## config.mk

```make
export PLATFORM = sky130hd
export DESIGN_NAME = mem_arbiter
export DESIGN_NICKNAME = d
export VERILOG_FILES = /design/src/rtl/mem_arb_pkg.sv /design/src/rtl/rr_arbiter.sv /design/src/rtl/mem_arbiter.sv
export SDC_FILE = /design/constraint.sdc
export NUM_CORES = 1
export LEC_CHECK = 0
export ABC_AREA = 1
export CORE_UTILIZATION = 50
export DETAILED_ROUTE_END_ITERATION = 8
export DONT_BUFFER_PORTS = 1
export GPL_TIMING_DRIVEN = 0
export PLACE_DENSITY = 0.73
export SLEW_MARGIN = 10
export SYNTH_ARGS = -nofsm -noshare
export SYNTH_HDL_FRONTEND = slang
export SYNTH_SLANG_ARGS = --single-unit
export TNS_END_PERCENT = 100
```

## constraint.sdc

```tcl
create_clock -name clk -period 2.15 [get_ports clk]
set_input_delay 0.645 -clock clk [delete_from_list [all_inputs] [get_ports clk]]
set_output_delay 0.645 -clock clk [all_outputs]
set_load 0.02 [all_outputs]
```

## src/rtl/mem_arb_pkg.sv

```systemverilog
// Shared types and constants for the memory arbiter: FSM encoding, wait-counter
// width and the channel-count limit.
package mem_arb_pkg;

  localparam int unsigned MaxNch   = 8;
  localparam int unsigned WaitCntW = 3;

  typedef enum logic [2:0] {
    StIdle,
    StAccess,
    StLatch,
    StWaits,
    StDone
  } state_e;

  // Width of a channel index; a single channel still needs one bit.
  function automatic int unsigned idx_width(input int unsigned n);
    return (n > 1) ? $clog2(n) : 1;
  endfunction

endpackage

```

## src/rtl/rr_arbiter.sv

```systemverilog
// Round-robin arbiter: one-hot grant searching from the channel after the
// last accepted winner; the pointer only advances when the grant is accepted.
module rr_arbiter
  import mem_arb_pkg::*;
#(
  parameter int unsigned NCH = 2
) (
  input  logic           clk_i,
  input  logic           rst_ni,
  input  logic [NCH-1:0] req_i,
  input  logic           accept_i,
  output logic [NCH-1:0] grant_o
);

  localparam int unsigned IdxW = idx_width(NCH);

  logic [IdxW-1:0] ptr_q, ptr_d;
  logic [IdxW-1:0] win;
  logic            found;
  int unsigned     cand;

  always_comb begin
    grant_o = '0;
    win     = '0;
    found   = 1'b0;
    cand    = 0;
    for (int unsigned i = 0; i < NCH; i++) begin
      cand = 32'(ptr_q) + i;
      if (cand >= NCH) begin
        cand = cand - NCH;
      end
      if (!found && req_i[IdxW'(cand)]) begin
        found                 = 1'b1;
        win                   = IdxW'(cand);
        grant_o[IdxW'(cand)]  = 1'b1;
      end
    end
  end

  always_comb begin
    ptr_d = ptr_q;
    if (accept_i && found) begin
      ptr_d = (win == IdxW'(NCH - 1)) ? '0 : win + 1'b1;
    end
  end

  always_ff @(posedge clk_i or negedge rst_ni) begin
    if (!rst_ni) begin
      ptr_q <= '0;
    end else begin
      ptr_q <= ptr_d;
    end
  end

endmodule

```

## src/rtl/mem_arbiter.sv

```systemverilog
// Multi-channel arbiter in front of a synchronous single-port RAM: one access
// at a time, fixed latency of 3+WAIT cycles from request to ack.
module mem_arbiter
  import mem_arb_pkg::*;
#(
  parameter int unsigned DW    = 32,
  parameter int unsigned AW    = 32,
  parameter int unsigned NCH   = 2,
  parameter int unsigned WAIT  = 1,
  parameter int unsigned DEPTH = 1024
) (
  input  logic              clk,
  input  logic              reset,
  input  logic [NCH-1:0]    ch_req,
  input  logic [NCH-1:0]    ch_wr,
  input  logic [NCH*AW-1:0] ch_adr,
  input  logic [NCH*DW-1:0] ch_wdata,
  output logic [DW-1:0]     ch_rdata,
  output logic [NCH-1:0]    ch_ack,
  output logic              ch_err,
  output logic [AW-1:0]     ram_adr,
  output logic [DW-1:0]     ram_din,
  input  logic [DW-1:0]     ram_dout,
  output logic              ram_wr_en,
  output logic              ram_rd_en,
  output logic              busy
);

  state_e                state_q, state_d;
  logic [NCH-1:0]        gnt_q, gnt_d;
  logic                  wr_q, wr_d;
  logic                  oor_q, oor_d;
  logic [AW-1:0]         adr_q, adr_d;
  logic [DW-1:0]         din_q, din_d;
  logic [DW-1:0]         rdata_q, rdata_d;
  logic [NCH-1:0]        ack_q, ack_d;
  logic                  err_q, err_d;
  logic                  we_q, we_d;
  logic                  re_q, re_d;
  logic                  busy_q, busy_d;
  logic [WaitCntW-1:0]   cnt_q, cnt_d;

  logic [NCH-1:0]        arb_grant;
  logic                  sel_wr;
  logic [AW-1:0]         sel_adr;
  logic [DW-1:0]         sel_din;
  logic                  sel_oor;

  rr_arbiter #(
    .NCH (NCH)
  ) u_rr_arbiter (
    .clk_i    (clk),
    .rst_ni   (reset),
    .req_i    (ch_req),
    .accept_i (state_q == StIdle),
    .grant_o  (arb_grant)
  );

  // One-hot grant turns the channel mux into a plain OR of masked fields.
  always_comb begin
    sel_wr  = 1'b0;
    sel_adr = '0;
    sel_din = '0;
    for (int unsigned i = 0; i < NCH; i++) begin
      if (arb_grant[i]) begin
        sel_wr  = sel_wr | ch_wr[i];
        sel_adr = sel_adr | ch_adr[i*AW +: AW];
        sel_din = sel_din | ch_wdata[i*DW +: DW];
      end
    end
  end

  assign sel_oor = 64'(sel_adr) >= 64'(DEPTH);

  always_comb begin
    state_d = state_q;
    gnt_d   = gnt_q;
    wr_d    = wr_q;
    oor_d   = oor_q;
    adr_d   = adr_q;
    din_d   = din_q;
    rdata_d = rdata_q;
    ack_d   = ack_q;
    err_d   = err_q;
    we_d    = we_q;
    re_d    = re_q;
    busy_d  = busy_q;
    cnt_d   = cnt_q;
    unique case (state_q)
      StIdle: begin
        if (|ch_req) begin
          state_d = StAccess;
          busy_d  = 1'b1;
          gnt_d   = arb_grant;
          wr_d    = sel_wr;
          adr_d   = sel_adr;
          din_d   = sel_din;
          oor_d   = sel_oor;
          we_d    = sel_wr & ~sel_oor;
          re_d    = ~sel_wr & ~sel_oor;
        end
      end
      StAccess: begin
        we_d    = 1'b0;
        re_d    = 1'b0;
        state_d = StLatch;
      end
      StLatch: begin
        if (!wr_q) begin
          rdata_d = oor_q ? '0 : ram_dout;
        end
        if (WAIT > 0) begin
          state_d = StWaits;
          cnt_d   = WaitCntW'(WAIT - 1);
        end else begin
          state_d = StDone;
          ack_d   = gnt_q;
          err_d   = oor_q;
        end
      end
      StWaits: begin
        if (cnt_q == '0) begin
          state_d = StDone;
          ack_d   = gnt_q;
          err_d   = oor_q;
        end else begin
          cnt_d = cnt_q - 1'b1;
        end
      end
      StDone: begin
        ack_d   = '0;
        err_d   = 1'b0;
        busy_d  = 1'b0;
        state_d = StIdle;
      end
      default: state_d = StIdle;
    endcase
  end

  always_ff @(posedge clk or negedge reset) begin
    if (!reset) begin
      state_q <= StIdle;
      gnt_q   <= '0;
      wr_q    <= 1'b0;
      oor_q   <= 1'b0;
      adr_q   <= '0;
      din_q   <= '0;
      rdata_q <= '0;
      ack_q   <= '0;
      err_q   <= 1'b0;
      we_q    <= 1'b0;
      re_q    <= 1'b0;
      busy_q  <= 1'b0;
      cnt_q   <= '0;
    end else begin
      state_q <= state_d;
      gnt_q   <= gnt_d;
      wr_q    <= wr_d;
      oor_q   <= oor_d;
      adr_q   <= adr_d;
      din_q   <= din_d;
      rdata_q <= rdata_d;
      ack_q   <= ack_d;
      err_q   <= err_d;
      we_q    <= we_d;
      re_q    <= re_d;
      busy_q  <= busy_d;
      cnt_q   <= cnt_d;
    end
  end

  assign ch_rdata  = rdata_q;
  assign ch_ack    = ack_q;
  assign ch_err    = err_q;
  assign ram_adr   = adr_q;
  assign ram_din   = din_q;
  assign ram_wr_en = we_q;
  assign ram_rd_en = re_q;
  assign busy      = busy_q;

endmodule

```

# Word-level counts from Yosys, hierarchy flattened

Cells that the tools add are included.

Divide/modulo/power cells: 0
Magnitude comparators: 7
Bitwise operators: 9
Shift operators: 0
Reductions and logical operators: 19
Eq/ne operators: 7
Multiplexer cells: 39
Add/sub/neg operators: 5
$mul: 0

Operator list:

| operator               | number |
|---|---|
| $mux W32               | 5 |
| $or A32 B32 Y32        | 2 |
| $ge A32 B11 Y1 const B | 1 |
| $mux W1                | 19 |
| $reduce_and A2 Y1      | 7 |
| $pmux W3 S4            | 1 |
| $mux W3                | 3 |
| $pmux W1 S2            | 4 |
| $reduce_bool A2 Y1     | 4 |
| $eq A3 B2 Y1 const B   | 2 |
| $logic_not A3 Y1       | 2 |
| $mux W2                | 3 |
| $ne A2 B2 Y1 const B   | 3 |
| $pmux W3 S2            | 1 |
| $logic_and A1 B1 Y1    | 4 |
| $lt A1 B2 Y1 const B   | 2 |
| $pmux W2 S2            | 1 |
| $eq A3 B1 Y1 const B   | 1 |
| $eq A3 B3 Y1 const B   | 1 |
| $not A1 Y1             | 3 |
| $sub A3 B1 Y3 const B  | 1 |
| $add A1 B1 Y2 const B  | 1 |
| $and A1 B1 Y1          | 2 |
| $demux W1 S1           | 2 |
| 9 further kinds        | 11 |

Logic and storage cells: 100
Input port bits: 166
Output and inout port bits: 102
Bits in writable memories: 0
Register bits after elaboration: 113
Memories: 0
Memory bits (read-only): 0
Latch bits: 0

# Logic depth before layout (Yosys ltp)

Word-level depth: 17
Gate-level depth with buffers: 11
Depth with buffers taken out: 11

# Hierarchy

From an unflattened synthesis, not the netlist that was laid out.

Cell total of the unflattened synthesis: 615
Area, all modules: 5172.5 µm²

Modules (own cells, without submodules):

| module      | area an instance (µm²) | instances | cells each | seq. area each (µm²) |
|---|---|---|---|---|
| mem_arbiter | 5112.4                 | 1         | 607        | 2802.7 |
| rr_arbiter  | 60.1                   | 1         | 8          | 25.0 |

# Least setup slack after synthesis

Ideal clock, no wire load.

Kind: input to register
Start point: input ch_req[0]
End point: register oor_q
Cell stages on the path: 10
Path buffers: 2
Setup time: 0.117 ns
Slack: 0.483 ns
Data required time: 2.033 ns
Arrival time: 1.551 ns
Cells stage by stage: buf_2 > buf_2 > nand3_1 > nand2_1 > nor2_1 > nand2_1 > nor2_1 > nand3_1 > nand2_1 > nand2_1

Word-level cells in the longest chain between the ends: 10
Elaborated cells on any way between the ends: 16
Classes of those cells: 1 x order compare; 9 x mux; 2 x bitwise; 4 x reduce/logical

Ends and longest elaborated chain:

| what                                       | line               | source |
|---|---|---|
| start: declaration                         | mem_arbiter.sv:14  | `input logic [NCH-1:0] ch_req,` |
| $mux W1 (implied by the code) (2 in a row) | rr_arbiter.sv:32   | `if (!found && req_i[IdxW'(cand)]) begin` |
| $mux W1                                    | rr_arbiter.sv:32   |  |
| $logic_not A1 Y1                           | rr_arbiter.sv:32   |  |
| $logic_and A1 B1 Y1                        | rr_arbiter.sv:32   |  |
| $mux W2                                    | rr_arbiter.sv:32   |  |
| $mux W32                                   | mem_arbiter.sv:65  | `if (arb_grant[i]) begin` |
| $or A32 B32 Y32                            | mem_arbiter.sv:67  | `sel_adr = sel_adr \| ch_adr[i*AW +: AW];` |
| $mux W32                                   | mem_arbiter.sv:65  |  |
| $ge A32 B11 Y1                             | mem_arbiter.sv:73  | `assign sel_oor = 64'(sel_adr) >= 64'(DEPTH);` |
| end signal: assignment                     | mem_arbiter.sv:159 | `oor_q <= oor_d;` |
| end: declaration                           | mem_arbiter.sv:32  | `logic oor_q, oor_d;` |

Several ways; a longest one is shown, not always the timed one. The select of a mux whose other input is x is not followed.
A chain may end at the register's enable or synchronous reset.

==> results.cfg <==
[run_status]
status = complete, but fails checks
violations = hold timing

[cts]
path_clk_slew_ns = 0.05
cts_buffers = 17
post-cts-setup-buffers = 0
cts_tree = done
postCtsResizedCells = 0
clk_latency_ns = 0.51
max-clock-path-buffers = 2
cts_root_buf = clkbuf_8
h-tree-depth = 4
clock-sinks = 113

[drt]
ant_nets = 0
via_count = 4611
wl_mm = 14.5
drtPass1Iterations = 5
avgRoutedWirePerCell_um = 18.4
vias_per_cell = 5.87
drc_errors = 0
drtIter0Drc = 343

[critical_path]
cpMaxStageDelayCell = dfrtp_1
crit_path_end_kind = register
path_common_cell = nand2_1
cp_max_fo = 10
worst-endpoint-arrival_ns = 2.18
cp-start-kind = register
path_cells = inv_1 > nand2_1 > nand2_1 > clkinv_1 > clkbuf_1 > a21oi_1 > a2bb2oi_1
crit_family = buffers and inverters
slowest_delay_ns = 0.40
path_buf_inv = 3
path_class = register to register
crit_required_ns = 2.53

[floorplan]
fp-row-count = 36
dieArea_um2 = 10800
design.core.area_um2 = 9910
die_height_um = 104
ioPinCount = 268
die_w_um = 104
initial_core_util = 0.524

[logic_synthesis]
synthCells = 622
mappedNetlistArea_um2 = 5190
synth-seq-cells = 113
synth_nets = 790
ys_seq_area_frac = 0.544
yosys_warnings = 0
avgSynthCellArea_um2 = 8.35
ys_types = 24

[timing]
final_max_slew_viol_count = 0
layout_min_cycle_time_ns = 1.80
clock.fmax_ghz = 0.556
setup_viol = 0
worstMarginPinSlew_ns = 0.508
finalSetupTns_ns = 0
slew_headroom = 0.661
rsz0062_at_grt = no
fin_crit_sh = 0.837
fin_skew_ns = 0.00865
finalHoldViolCount = 113
whs_ns = -0.167

[layout]
synthToLayoutAreaGrowth_pct = 13.4
ff_latch_area_um2 = 2830
multi_input_area_um2 = 2070
final_cell_mix = 206 x nand2_1, 113 x dfrtp_1, 79 x nand3_1
diodes = 0
final_common_cell = nand2_1
drive_gt1_frac = 0.0752
nets = 809
fillers = 930

[flow_run]
drv_cap = 0

[global_route]
grt_pass1_wl_mm = 23.6
globalRouteOverflowTotal = 0
antenna_found_initial = 0
grt_usage = 0.279
grt_max_degree = 114
grt_pass1_vias = 4718

[place]
io_buffers = 0
place_congestion = 0.926
hpwl_mm = 10.8

[power]
static-leakage-power_nw = 3.00
powerDensity_nw_per_um2 = 1630
ir_drop_mv = 0.736

[hold_path]
hold_path.class = input port to async pin
## per-stage QoR
| stage | total power, mW | area [um2] | worst slack, ns | std cells | utilization |
|---|---|---|---|---|---|
| 6_report | 9.58 | 5890 | 0.350 | 785 | 0.594 |
| 3_3_place_gp | 6.96 | 5360 | 0.217 | 755 | 0.541 |
| 2_1_floorplan | 6.26 | 5190 | 0.483 | 622 | - |
| 5_1_grt | 10.2 | 5890 | 0.234 | 785 | 0.594 |
| 4_1_cts | 9.63 | 5890 | 0.359 | 785 | 0.594 |
| 3_5_place_dp | 7.11 | 5360 | 0.173 | 755 | 0.541 |
## synthesized netlist by cell type (all sizes together)
| master | number | area (um2) |
|---|---|---|
| nand2 | 206 | 773 |
| dfrtp | 113 | 2830 |
| nand3 | 81 | 415 |
| o21ai | 66 | 330 |
| inv | 27 | 101 |
| clkbuf | 23 | 86.3 |
| nor2 | 23 | 88.8 |
| a22oi | 22 | 165 |
| buf | 19 | 105 |
| a21oi | 12 | 60.1 |
| a22o | 10 | 87.6 |
| a2bb2oi | 9 | 78.8 |
| o22ai | 3 | 18.8 |
| clkinv | 2 | 7.51 |
| ha | 2 | 25.0 |
| nand4 | 2 | 12.5 |
| nor3 | 1 | 5.00 |
| or2 | 1 | 6.26 |
## cell families after synthesis
| kind of cell | after synthesis | share of synthesized area |
|---|---|---|
| fa+ha+maj | 2 | 0.00482 |
| buf+inv | 71 | 0.0578 |
| flops | 113 | 0.544 |
| simple gates | 314 | 0.250 |
| compound gates | 122 | 0.143 |
## final timing paths
path | cells after the start | slack, ns | to | from
setup / recovery | 7 | 0.35 | ram_din[25]$_DFFE_PN0P_ | register
hold / removal | 0 | -0.17 | ch_rdata[11]$_DFFE_PN0P_ | reset
setup reg to reg | 7 | 0.35 | ram_din[25]$_DFFE_PN0P_ | register
hold reg to reg | 2 | 0.49 | oor_q$_DFFE_PN0P_ | oor_q$_DFFE_PN0P_
max in group asynchronous | 0 | 2.15 | ram_adr[19]$_DFFE_PN0P_ | reset
min in group clk | 2 | 0.28 | ch_rdata[2]$_DFFE_PN0P_ | ram_dout[2]
## state kept, by name (all words and copies together) (netlist names), named ones only
name and flops:
oor_q 1, ram_din 32, ram_rd_en 1, cnt_q 3, ram_adr 32, busy 1
ch_rdata 32, ch_err 1, ch_ack 2, gnt_q 2, state_q 3, wr_q 1
ram_wr_en 1
## where the power goes
group | total (mW) | internal [mW] | switching (mW)
logic | 2.58 | 0.865 | 1.72
registers | 4.50 | 2.95 | 1.54
clock network | 2.50 | 1.60 | 0.900
## area by class of cell
type | count | share of cell area
buffer | 42 | 0.0325
clock buffer | 24 | 0.0799
clock inverter | 6 | 0.00977
inverter | 29 | 0.0185
multi-input combinational | 438 | 0.351
sequential | 113 | 0.480
tap | 133 | 0.0283
## metal layers
layer,GRT usage,share of wire,up-vias
met4,0.153,0.035,0
met3,0.0865,0.084,48
met2,0.454,0.48,255
met5,0,0,-
met1,0.331,0.40,2197
li1,-,-,2111
No activity file was read; power rests on OpenSTA's default activity.
